==> config.mk <==
export PLATFORM = sky130hd
export DESIGN_NAME = sctr_pipe
export DESIGN_NICKNAME = d
export VERILOG_FILES = /design/src/rtl/sctr_pipe.sv
export SDC_FILE = /design/constraint.sdc
export NUM_CORES = 1
export LEC_CHECK = 0
export BUFFER_PORTS_ARGS = -buffer_cell sky130_fd_sc_hd__buf_4
export CAP_MARGIN = 20
export CORE_MARGIN = 1
export CORE_UTILIZATION = 46
export CTS_BUF_LIST = sky130_fd_sc_hd__clkbuf_4 sky130_fd_sc_hd__clkbuf_8
export DETAILED_ROUTE_END_ITERATION = 16
export MAX_ROUTING_LAYER = met4
export PLACE_DENSITY = 0.83
export SYNTH_ARGS = -nofsm -noshare
export SYNTH_HDL_FRONTEND = slang
export SYNTH_SLANG_ARGS = --single-unit
==> constraint.sdc <==
create_clock -name clk -period 2.6 [get_ports clk]
set_input_delay 0.13 -clock clk [delete_from_list [all_inputs] [get_ports clk]]
set_output_delay 0.13 -clock clk [all_outputs]
set_load 0.005 [all_outputs]
==> src/rtl/sctr_pipe.sv <==
`timescale 1ns/1ps
// sctr_pipe: execute-stage to shared data bus controller with posted writes (up to MAX_WOS outstanding).
// Latency: write 2, read 3, divide 2 cycles minimum; command held under cmd_valid/cmd_ready until accepted.
// Bus watchdog abort is built only when SCTR_TIMEOUT_EN is defined; otherwise the FSM waits indefinitely.
module sctr_pipe #(
    parameter int DW      = 32,
    parameter int AW      = 32,
    parameter int MAX_WOS = 4,
    parameter int TO_CYC  = 255
) (
    input  logic            clk,
    input  logic            rst,
    input  logic            mem_en_i,
    input  logic            mem_we_i,
    input  logic [DW/8-1:0] mem_wem_i,
    input  logic [AW-1:0]   mem_addr_i,
    input  logic [DW-1:0]   mem_wdata_i,
    output logic [DW-1:0]   mem_rdata_o,
    input  logic            div_start_i,
    input  logic            div_ready_i,
    input  logic            iram_rstn_i,
    input  logic            trap_in_i,
    input  logic            trap_jump_i,
    input  logic            idex_mret_i,
    output logic            hx_valid_o,
    output logic            reg_we_o,
    output logic            csr_we_o,
    output logic            iram_rd_o,
    output logic            trap_stat_o,
    output logic [DW-1:0]   cmd_wdata,
    output logic [AW-1:0]   cmd_addr,
    output logic            cmd_we,
    output logic [DW/8-1:0] cmd_wem,
    output logic            cmd_valid,
    input  logic            cmd_ready,
    input  logic [DW-1:0]   rsp_rdata,
    input  logic            rsp_valid,
    input  logic            rsp_error,
    output logic            rsp_ready,
    output logic            bus_err_o,
    output logic [AW-1:0]   bus_err_addr_o
);
    localparam int WCW = $clog2(MAX_WOS + 1);

    localparam logic [1:0] S_IDLE = 2'd0;
    localparam logic [1:0] S_CMD  = 2'd1;
    localparam logic [1:0] S_RSP  = 2'd2;
    localparam logic [1:0] S_DIV  = 2'd3;

    if (DW % 8 != 0 || MAX_WOS < 1 || TO_CYC < 1) begin : g_param_chk
        $error("sctr_pipe: illegal parameter combination");
    end

    logic [1:0]      r_state;
    logic [1:0]      w_state_nxt;
    logic [WCW-1:0]  r_wcnt;
    logic            r_cmd_valid;
    logic            r_cmd_we;
    logic [DW/8-1:0] r_cmd_wem;
    logic [AW-1:0]   r_cmd_addr;
    logic [DW-1:0]   r_cmd_wdata;
    logic            r_trap_stat;
    logic            r_bus_err;
    logic [AW-1:0]   r_bus_err_addr;

    logic w_busy;
    logic w_launch;
    logic w_cmd_hs;
    logic w_rd_rsp;
    logic w_wr_rsp;
    logic w_spur_rsp;
    logic w_wr_acc;
    logic w_abort;
    logic w_done;
    logic w_hx;

    assign w_busy     = (r_state == S_CMD) || (r_state == S_RSP);
    // Reads wait for all posted writes to drain so read data cannot overtake a write.
    assign w_launch   = (r_state == S_IDLE) && !trap_in_i && !div_start_i && mem_en_i &&
                        (mem_we_i ? (r_wcnt < WCW'(MAX_WOS)) : (r_wcnt == '0));
    assign w_cmd_hs   = r_cmd_valid && cmd_ready;
    assign w_rd_rsp   = (r_state == S_RSP) && rsp_valid;
    assign w_wr_rsp   = (r_state != S_RSP) && rsp_valid && (r_wcnt != '0);
    assign w_spur_rsp = (r_state != S_RSP) && rsp_valid && (r_wcnt == '0);
    assign w_wr_acc   = w_cmd_hs && r_cmd_we;

`ifdef SCTR_TIMEOUT_EN
    localparam int WDW = $clog2(TO_CYC + 1);
    logic [WDW-1:0] r_wdog;

    // A completion in the limit cycle wins over the abort.
    assign w_abort = w_busy && (r_wdog >= WDW'(TO_CYC - 1)) && !(w_cmd_hs || w_rd_rsp);

    always_ff @(posedge clk) begin
        if (rst) begin
            r_wdog <= '0;
        end else if (w_busy && (w_state_nxt != S_IDLE)) begin
            r_wdog <= r_wdog + 1'b1;
        end else begin
            r_wdog <= '0;
        end
    end
`else
    assign w_abort = 1'b0;
`endif

    always_comb begin
        w_state_nxt = r_state;
        case (r_state)
            S_IDLE: begin
                if (!trap_in_i && div_start_i) w_state_nxt = S_DIV;
                else if (w_launch)             w_state_nxt = S_CMD;
            end
            S_CMD: begin
                if (w_abort)        w_state_nxt = S_IDLE;
                else if (cmd_ready) w_state_nxt = r_cmd_we ? S_IDLE : S_RSP;
            end
            S_RSP: begin
                if (w_abort || rsp_valid) w_state_nxt = S_IDLE;
            end
            default: begin
                if (trap_in_i || div_ready_i) w_state_nxt = S_IDLE;
            end
        endcase
    end

    always_comb begin
        w_done = 1'b0;
        case (r_state)
            S_CMD:   w_done = w_wr_acc || w_abort;
            S_RSP:   w_done = w_rd_rsp || w_abort;
            S_DIV:   w_done = div_ready_i;
            default: w_done = 1'b0;
        endcase
    end

    // A trap in flight lets the bus transaction finish but suppresses retirement.
    assign w_hx = (r_state == S_IDLE) ? !(div_start_i || iram_rstn_i || trap_in_i || mem_en_i)
                                      : (w_done && !trap_in_i);

    always_ff @(posedge clk) begin
        if (rst) begin
            r_state        <= S_IDLE;
            r_wcnt         <= '0;
            r_cmd_valid    <= 1'b0;
            r_cmd_we       <= 1'b0;
            r_cmd_wem      <= '0;
            r_cmd_addr     <= '0;
            r_cmd_wdata    <= '0;
            r_trap_stat    <= 1'b0;
            r_bus_err      <= 1'b0;
            r_bus_err_addr <= '0;
        end else begin
            r_state <= w_state_nxt;

            if (w_launch) begin
                r_cmd_valid <= 1'b1;
                r_cmd_we    <= mem_we_i;
                r_cmd_wem   <= mem_wem_i;
                r_cmd_addr  <= mem_addr_i;
                r_cmd_wdata <= mem_wdata_i;
            end else if (w_cmd_hs || w_abort) begin
                r_cmd_valid <= 1'b0;
            end

            if (w_wr_acc && !w_wr_rsp)      r_wcnt <= r_wcnt + 1'b1;
            else if (!w_wr_acc && w_wr_rsp) r_wcnt <= r_wcnt - 1'b1;

            r_bus_err <= w_spur_rsp || ((w_wr_rsp || w_rd_rsp) && rsp_error) || w_abort;
            if ((w_rd_rsp && rsp_error) || w_abort) r_bus_err_addr <= r_cmd_addr;

            if (trap_jump_i)                                     r_trap_stat <= 1'b1;
            else if (r_trap_stat && idex_mret_i && w_hx)         r_trap_stat <= 1'b0;
        end
    end

    assign mem_rdata_o    = w_rd_rsp ? rsp_rdata : '0;
    assign hx_valid_o     = w_hx;
    assign reg_we_o       = w_hx;
    assign csr_we_o       = w_hx;
    assign iram_rd_o      = w_hx || trap_jump_i;
    assign trap_stat_o    = r_trap_stat;
    assign cmd_valid      = r_cmd_valid;
    assign cmd_we         = r_cmd_we;
    assign cmd_wem        = r_cmd_wem;
    assign cmd_addr       = r_cmd_addr;
    assign cmd_wdata      = r_cmd_wdata;
    assign rsp_ready      = 1'b1;
    assign bus_err_o      = r_bus_err;
    assign bus_err_addr_o = r_bus_err_addr;
endmodule

==> impl_metrics.ini, run 1 <==
[outcome]
status = finished clean

[power]
seqPwrFrac_pct = 49.9
p_leak_nw = 3.01
p_comb_share_pct = 21.4
sw_frac_of_total_pct = 27.5
power.density_nw_per_um2 = 554
power_frac_clock_pct = 28.6
p_int_mw = 2.72
vdd_drop_max_v = 0.000303
switching_power_mw = 1.03

[placement]
place_inst = 886
gp_congestion = 0.903
dp_hpwl_um = 9760
port_buffers = 252

[route]
drt_pre_antenna_iters = 4
wire_per_inst_um = 14.7
routed_wl_um = 13300
vias = 4436
avgViaCountPerCell = 4.88
drcViolationCount = 0
drt_iter0_drc = 151
drtAntennaViolNets = 0

[worst_hold_path]
min_to = cmd_addr[4]
hp-class = in -> reg
hp-start = mem_addr_i[4]
min_path_cells = 3

[cells_and_area]
areaGrowthSynthToFinish_pct = 45.8
n_fill_cell = 809
layout_common_cells = 254 x buf_4, 200 x nand2_1, 109 x dfxtp_1
fin_nets = 886
fin_cells = 909
diodes = 0
multi_input_area_um2 = 2140
final_layout_size_suffix_gt1_share_pct = 35.8
ff_latch_area_um2 = 2180
layout_commonest_cell = buf_4

[synthesis]
synth_area_per_cell_um2 = 8.62
yosys_warnings = 0
synth_area_um2 = 4640
ys_seq_elements = 109
ys_seq_area_share_pct = 47.0
syn_nets = 653
ys_types = 38
syn_inst = 538

[sta]
slew_headroom_pct = 43.0
fin_tns_setup_ns = 0
max_freq_mhz = 448
rsz0062_at_grt = false
fin_crit_sh_pct = 85.8
setup_viol = 0
slew_viol_final = 0
tightest_slew_ns = 0.855
fin_crit_ns = 2.23
finClkSkew_ns = 0.0143
hold_viol = 0

[setup_path]
r2r_setup_slack_ns = 0.50
regToRegStartpoint = r_state[0]
path_buf_inv = 1
critical_path.max_fanout = 32
path_cells = nand2b_1 > nor2_2 > and2_1 > buf_4
ff2ff_path_depth = 8
crit_path_start_kind = register
cp_slowest_cell = nor2_2
end_kind = output pin
critPathKind = reg -> out
required_ns = 2.47
worstSetupStartpoint = r_state[0]
critPathArrivalTime_ns = 2.10
max_stage_delay_ns = 0.68
r2r-end = r_wcnt[2]
cp_top_family = simple AND/OR/NAND/NOR gates

[global_routing]
overflow = 0
grt_pass1_wl_um = 20100
grt_usage_pct = 25.7
grt_max_degree = 75
first_global_vias = 4144
antenna_found_initial = 0

[floorplan]
row_count = 36
dieHeight_um = 102
io_pins = 254
start_util_pct = 47.5
dieArea_um2 = 10500
fp.dieW_um = 102
core-area_um2 = 9770

[clocking]
clockRootBuffer = clkbuf_8
clock-sinks = 109
cts_tree = done
numCtsBuffers = 9
cts_max_path_buffers = 2
htree_levels = 3
post_cts_buffers = 0
clk_latency_ns = 0.36
clk_pin_slew_ns = 0.11

[job]
cap_violations = 0
[what timing repair did]
action,in CTS,in global routing
resized for setup,1,0
setup endpoints to repair,32,0
endpoints found under the hold margin,5,2
hold buffers,5,2
[power groups by stage]
stage | clock (mW) | sequential [mW] | combinational (mW)
6_report | 1.07 | 1.87 | 0.803
5_1_grt | 1.17 | 1.89 | 0.883
4_1_cts | 1.10 | 1.87 | 0.802
3_5_place_dp | 0 | 1.91 | 0.791
3_3_place_gp | 0 | 1.90 | 0.765
2_1_floorplan | 0 | 1.89 | 0.457
[routing by layer]
layer / track usage [%] / routed length, um
met4: 7.58 / 150
met5: - / 0
met1: 32.8 / 5950
met3: 4.51 / 662
met2: 41.7 / 6560
[worst max path at each step]
stage | endpoint | slack (ns) | cells past startpoint
floorplan | r_wcnt[2] | 0.73 | 8
global placement | r_wcnt[2] | 0.64 | 8
detailed placement | mem_rdata_o[2] | 0.39 | 4
CTS | mem_rdata_o[2] | 0.36 | 4
global route | mem_rdata_o[28] | 0.17 | 4
finish | mem_rdata_o[2] | 0.37 | 4
[registers in the layout, indices dropped and copies added (netlist names)]
register,flops
bus_err_addr_o,32
cmd_addr,32
cmd_wdata,32
cmd_wem,4
r_wcnt,3
r_state,2
bus_err_o,1
cmd_valid,1
cmd_we,1
trap_stat_o,1
[logic make-up after synthesis]
family | share of synthesized area (%)
buffers and inverters | 7.01
XOR/XNOR | 0.378
multiplexers | 15.1
AO/OA/AOI/OAI | 6.12
other | 0.0809
adder cells (fa/ha/maj) | 0.701
AND/OR/NAND/NOR | 23.6
flip-flops | 47.0
[synth_stat cells]
| cell | n | area [um^2] |
|---|---|---|
| o21a_1 | 1 | 7.51 |
| nand4_1 | 1 | 6.26 |
| a211oi_1 | 1 | 7.51 |
| a21oi_1 | 37 | 185 |
| o211a_1 | 1 | 10.0 |
| fa_1 | 1 | 20.0 |
| conb_1 | 1 | 3.75 |
| a31oi_1 | 1 | 6.26 |
| inv_1 | 6 | 22.5 |
| nor2b_1 | 1 | 6.26 |
| o2111ai_1 | 1 | 8.76 |
| nor3b_2 | 1 | 12.5 |
| nand2b_1 | 2 | 12.5 |
| a22o_1 | 1 | 8.76 |
| mux2i_1 | 70 | 701 |
| nand2_1 | 200 | 751 |
| buf_6 | 1 | 11.3 |
| ha_1 | 1 | 12.5 |
| nor2_1 | 7 | 26.3 |
| and3_1 | 1 | 6.26 |
| buf_8 | 1 | 15.0 |
| dfxtp_1 | 109 | 2180 |
| and4b_1 | 1 | 10.0 |
| a311oi_1 | 1 | 8.76 |
| buf_2 | 5 | 25.0 |
| buf_12 | 6 | 120 |
| o31ai_1 | 2 | 15.0 |
| o21ai_0 | 3 | 15.0 |
| or3_1 | 2 | 12.5 |
| nor3_1 | 5 | 25.0 |
| o221a_2 | 1 | 11.3 |
| and2_1 | 32 | 200 |
| buf_4 | 6 | 45.0 |
| clkbuf_1 | 23 | 86.3 |
| nand4b_1 | 1 | 8.76 |
| xor2_1 | 2 | 17.5 |
| nor3b_1 | 1 | 7.51 |
| nand3b_1 | 1 | 7.51 |
[worst min-delay path: cells and delay by family]
kind | cells | cell delay (ns)
buffers and inverters | 1 | 0.11
AND/OR/NAND/NOR | 1 | 0.04
multiplexers | 1 | 0.05
[stage by stage]
stage | setup slack (ns) | utilization, % | hold WS [ns] | total power, mW | area, um^2
floorplan | 0.731 | - | 0.272 | 2.35 | 4640
CTS | 0.364 | 69.0 | 0.00255 | 3.77 | 6740
detailed placement | 0.386 | 66.3 | 0.396 | 2.70 | 6480
global route | 0.173 | 69.2 | 0.00374 | 3.94 | 6760
finish | 0.370 | 69.2 | 0.0170 | 3.75 | 6760
global placement | 0.640 | 66.3 | 0.388 | 2.66 | 6480
[final cells by class]
class,count,share of cell area [%]
clock buffer,11,2.15
timing repair buffer,264,30.1
sequential,109,32.3
tap,133,2.46
clock inverter,5,0.981
multi-input combinational,381,31.7
inverter,6,0.370
Power figures use the tool's default switching activity.
==> run 2: changes to the inputs <==
Settings changed: CORE_UTILIZATION 46 to 45, CTS_BUF_LIST sky130_fd_sc_hd__clkbuf_4 sky130_fd_sc_hd__clkbuf_8 to default, PLACE_DENSITY 0.83 to 0.88.
==> run 2 against run 1 <==
Clock power fell by 8%. Combinational power rose by 0.6%. Critical path type is now reg -> reg. Global-route usage fell by 0.73 points. Flip-flop and latch count did not move. Maximum frequency rose by 1.7%. Worst setup slack improved by 0.036 ns. Critical endpoint is now r_wcnt[2]. Non-clock buffer count fell by 5. Worst hold slack improved by 0.0052 ns.
==> impl_metrics.ini, run 2 (same netlist as run 1, synthesis figures left out) <==
[route]
wire_per_inst_um = 14.6
routed_wl_um = 13200
drt_iter0_drc = 178
drt_pre_antenna_iters = 5
drcViolationCount = 0
vias = 4516
avgViaCountPerCell = 5.00
drtAntennaViolNets = 0

[floorplan]
core-area_um2 = 9860
start_util_pct = 47.0
io_pins = 254
dieArea_um2 = 10700
dieHeight_um = 104
fp.dieW_um = 104
row_count = 36

[worst_hold_path]
hp-class = in -> reg

[setup_path]
critPathKind = reg -> reg
critical_path.max_fanout = 4
max_stage_delay_ns = 0.40
regToRegStartpoint = r_wcnt[0]
path_cells = nor3_1 > nand3b_1 > ha_1 > inv_1 > fa_1 > xor2_1 > or3_1 > a21oi_1
crit_path_start_kind = register
critPathArrivalTime_ns = 2.47
crit_path_end = r_wcnt[2]
end_kind = register
required_ns = 2.88
r2r_setup_slack_ns = 0.41
ff2ff_path_depth = 8
r2r-end = r_wcnt[2]
cp_slowest_cell = fa_1
worstSetupStartpoint = r_wcnt[0]

[clocking]
clockRootBuffer = clkbuf_8
htree_levels = 3
cts_max_path_buffers = 2
clk_pin_slew_ns = 0.10
cts_hold_buf = 0
post_cts_buffers = 0
clock-sinks = 109
cts-resized-gates = 0
clk_latency_ns = 0.35
numCtsBuffers = 9
cts_tree = done

[job]
cap_violations = 0

[sta]
tightest_slew_ns = 0.544
slew_headroom_pct = 63.7
fin_tns_setup_ns = 0
finClkSkew_ns = 0.0212
setup_viol = 0
fin_crit_sh_pct = 84.4
fin_crit_ns = 2.19
hold_viol = 0
max_freq_mhz = 456
rsz0062_at_grt = false
slew_viol_final = 0

[power]
power.density_nw_per_um2 = 549
p_leak_nw = 2.99
vdd_drop_max_v = 0.000321

[cells_and_area]
fin_util_pct = 67.7
fin_nets = 881
final_layout_size_suffix_gt1_share_pct = 36.2
areaGrowthSynthToFinish_pct = 43.9
n_fill_cell = 788
diodes = 0
final_area_um2 = 6680
layout_commonest_cell = buf_4
layout_common_cells = 257 x buf_4, 200 x nand2_1, 109 x dfxtp_1

[global_routing]
overflow = 0
grt_max_degree = 75
grt_usage_pct = 25.0
first_global_vias = 4418
grt_pass1_wl_um = 21200
antenna_found_initial = 0

[outcome]
status = finished clean

[placement]
dpl-instance-area_um2 = 6480
gp_congestion = 1.02
port_buffers = 252
dp_hpwl_um = 10000
## run 2: power breakdown
group          total [mW]  internal, mW  switching [mW]
registers            1.87          1.78          0.0954
clock network       0.986         0.432           0.554
logic               0.808         0.438           0.370
total                3.67          2.65            1.02
## run 2: routing by layer
metal	up-vias	part of all wire (%)	GRT usage [%]
met2	217	50	41.9
li1	2188	-	-
met1	2075	40	29.3
met3	36	7.6	4.97
met5	-	0	-
met4	0	2.9	9.94
## run 2: worst min path at each step
stage | depth (start not counted) | slack (ns) | startpoint | end
2_1_floorplan | 2 | 0.27 | mem_wdata_i[0] | cmd_wdata[0]
6_report | 3 | 0.02 | mem_wdata_i[30] | cmd_wdata[30]
5_1_grt | 3 | 0.002 | mem_wdata_i[29] | cmd_wdata[29]
3_5_place_dp | 3 | 0.40 | mem_wdata_i[30] | cmd_wdata[30]
3_3_place_gp | 3 | 0.39 | mem_wem_i[3] | cmd_wem[3]
4_1_cts | 3 | 0.007 | mem_addr_i[29] | cmd_addr[29]
## run 2: metrics by stage
stage / worst slack, ns / hold WS (ns) / cells / total power [mW]
after detailed placement: 0.431 / 0.397 / 888 / 2.71
final: 0.406 / 0.0222 / 904 / 3.67
after floorplan: 0.731 / 0.272 / 538 / 2.35
after global placement: 0.641 / 0.388 / 888 / 2.66
after global routing: 0.293 / 0.00228 / 904 / 3.85
after CTS: 0.405 / 0.00687 / 904 / 3.69
## run 2: critical path: cells and delay by family (launching register included)
kind / cells / cell delay, ns
and+or+nand+nor: 3 / 0.76
buffers and inverters: 1 / 0.07
DFF: 1 / 0.38
adders and majority gates: 2 / 0.60
AOI/OAI and AO/OA: 1 / 0.14
xor gates and xnor gates: 1 / 0.18
## run 2: layout make-up
cell class	instances	area [um^2]	area share, %
Multi-Input combinational cell	381	2140	32.0
Timing Repair Buffer	259	1970	29.5
Clock buffer	12	165	2.47
Sequential cell	109	2180	32.7
Tap cell	133	166	2.49
Inverter	6	25.0	0.375
Clock inverter	4	30.0	0.450
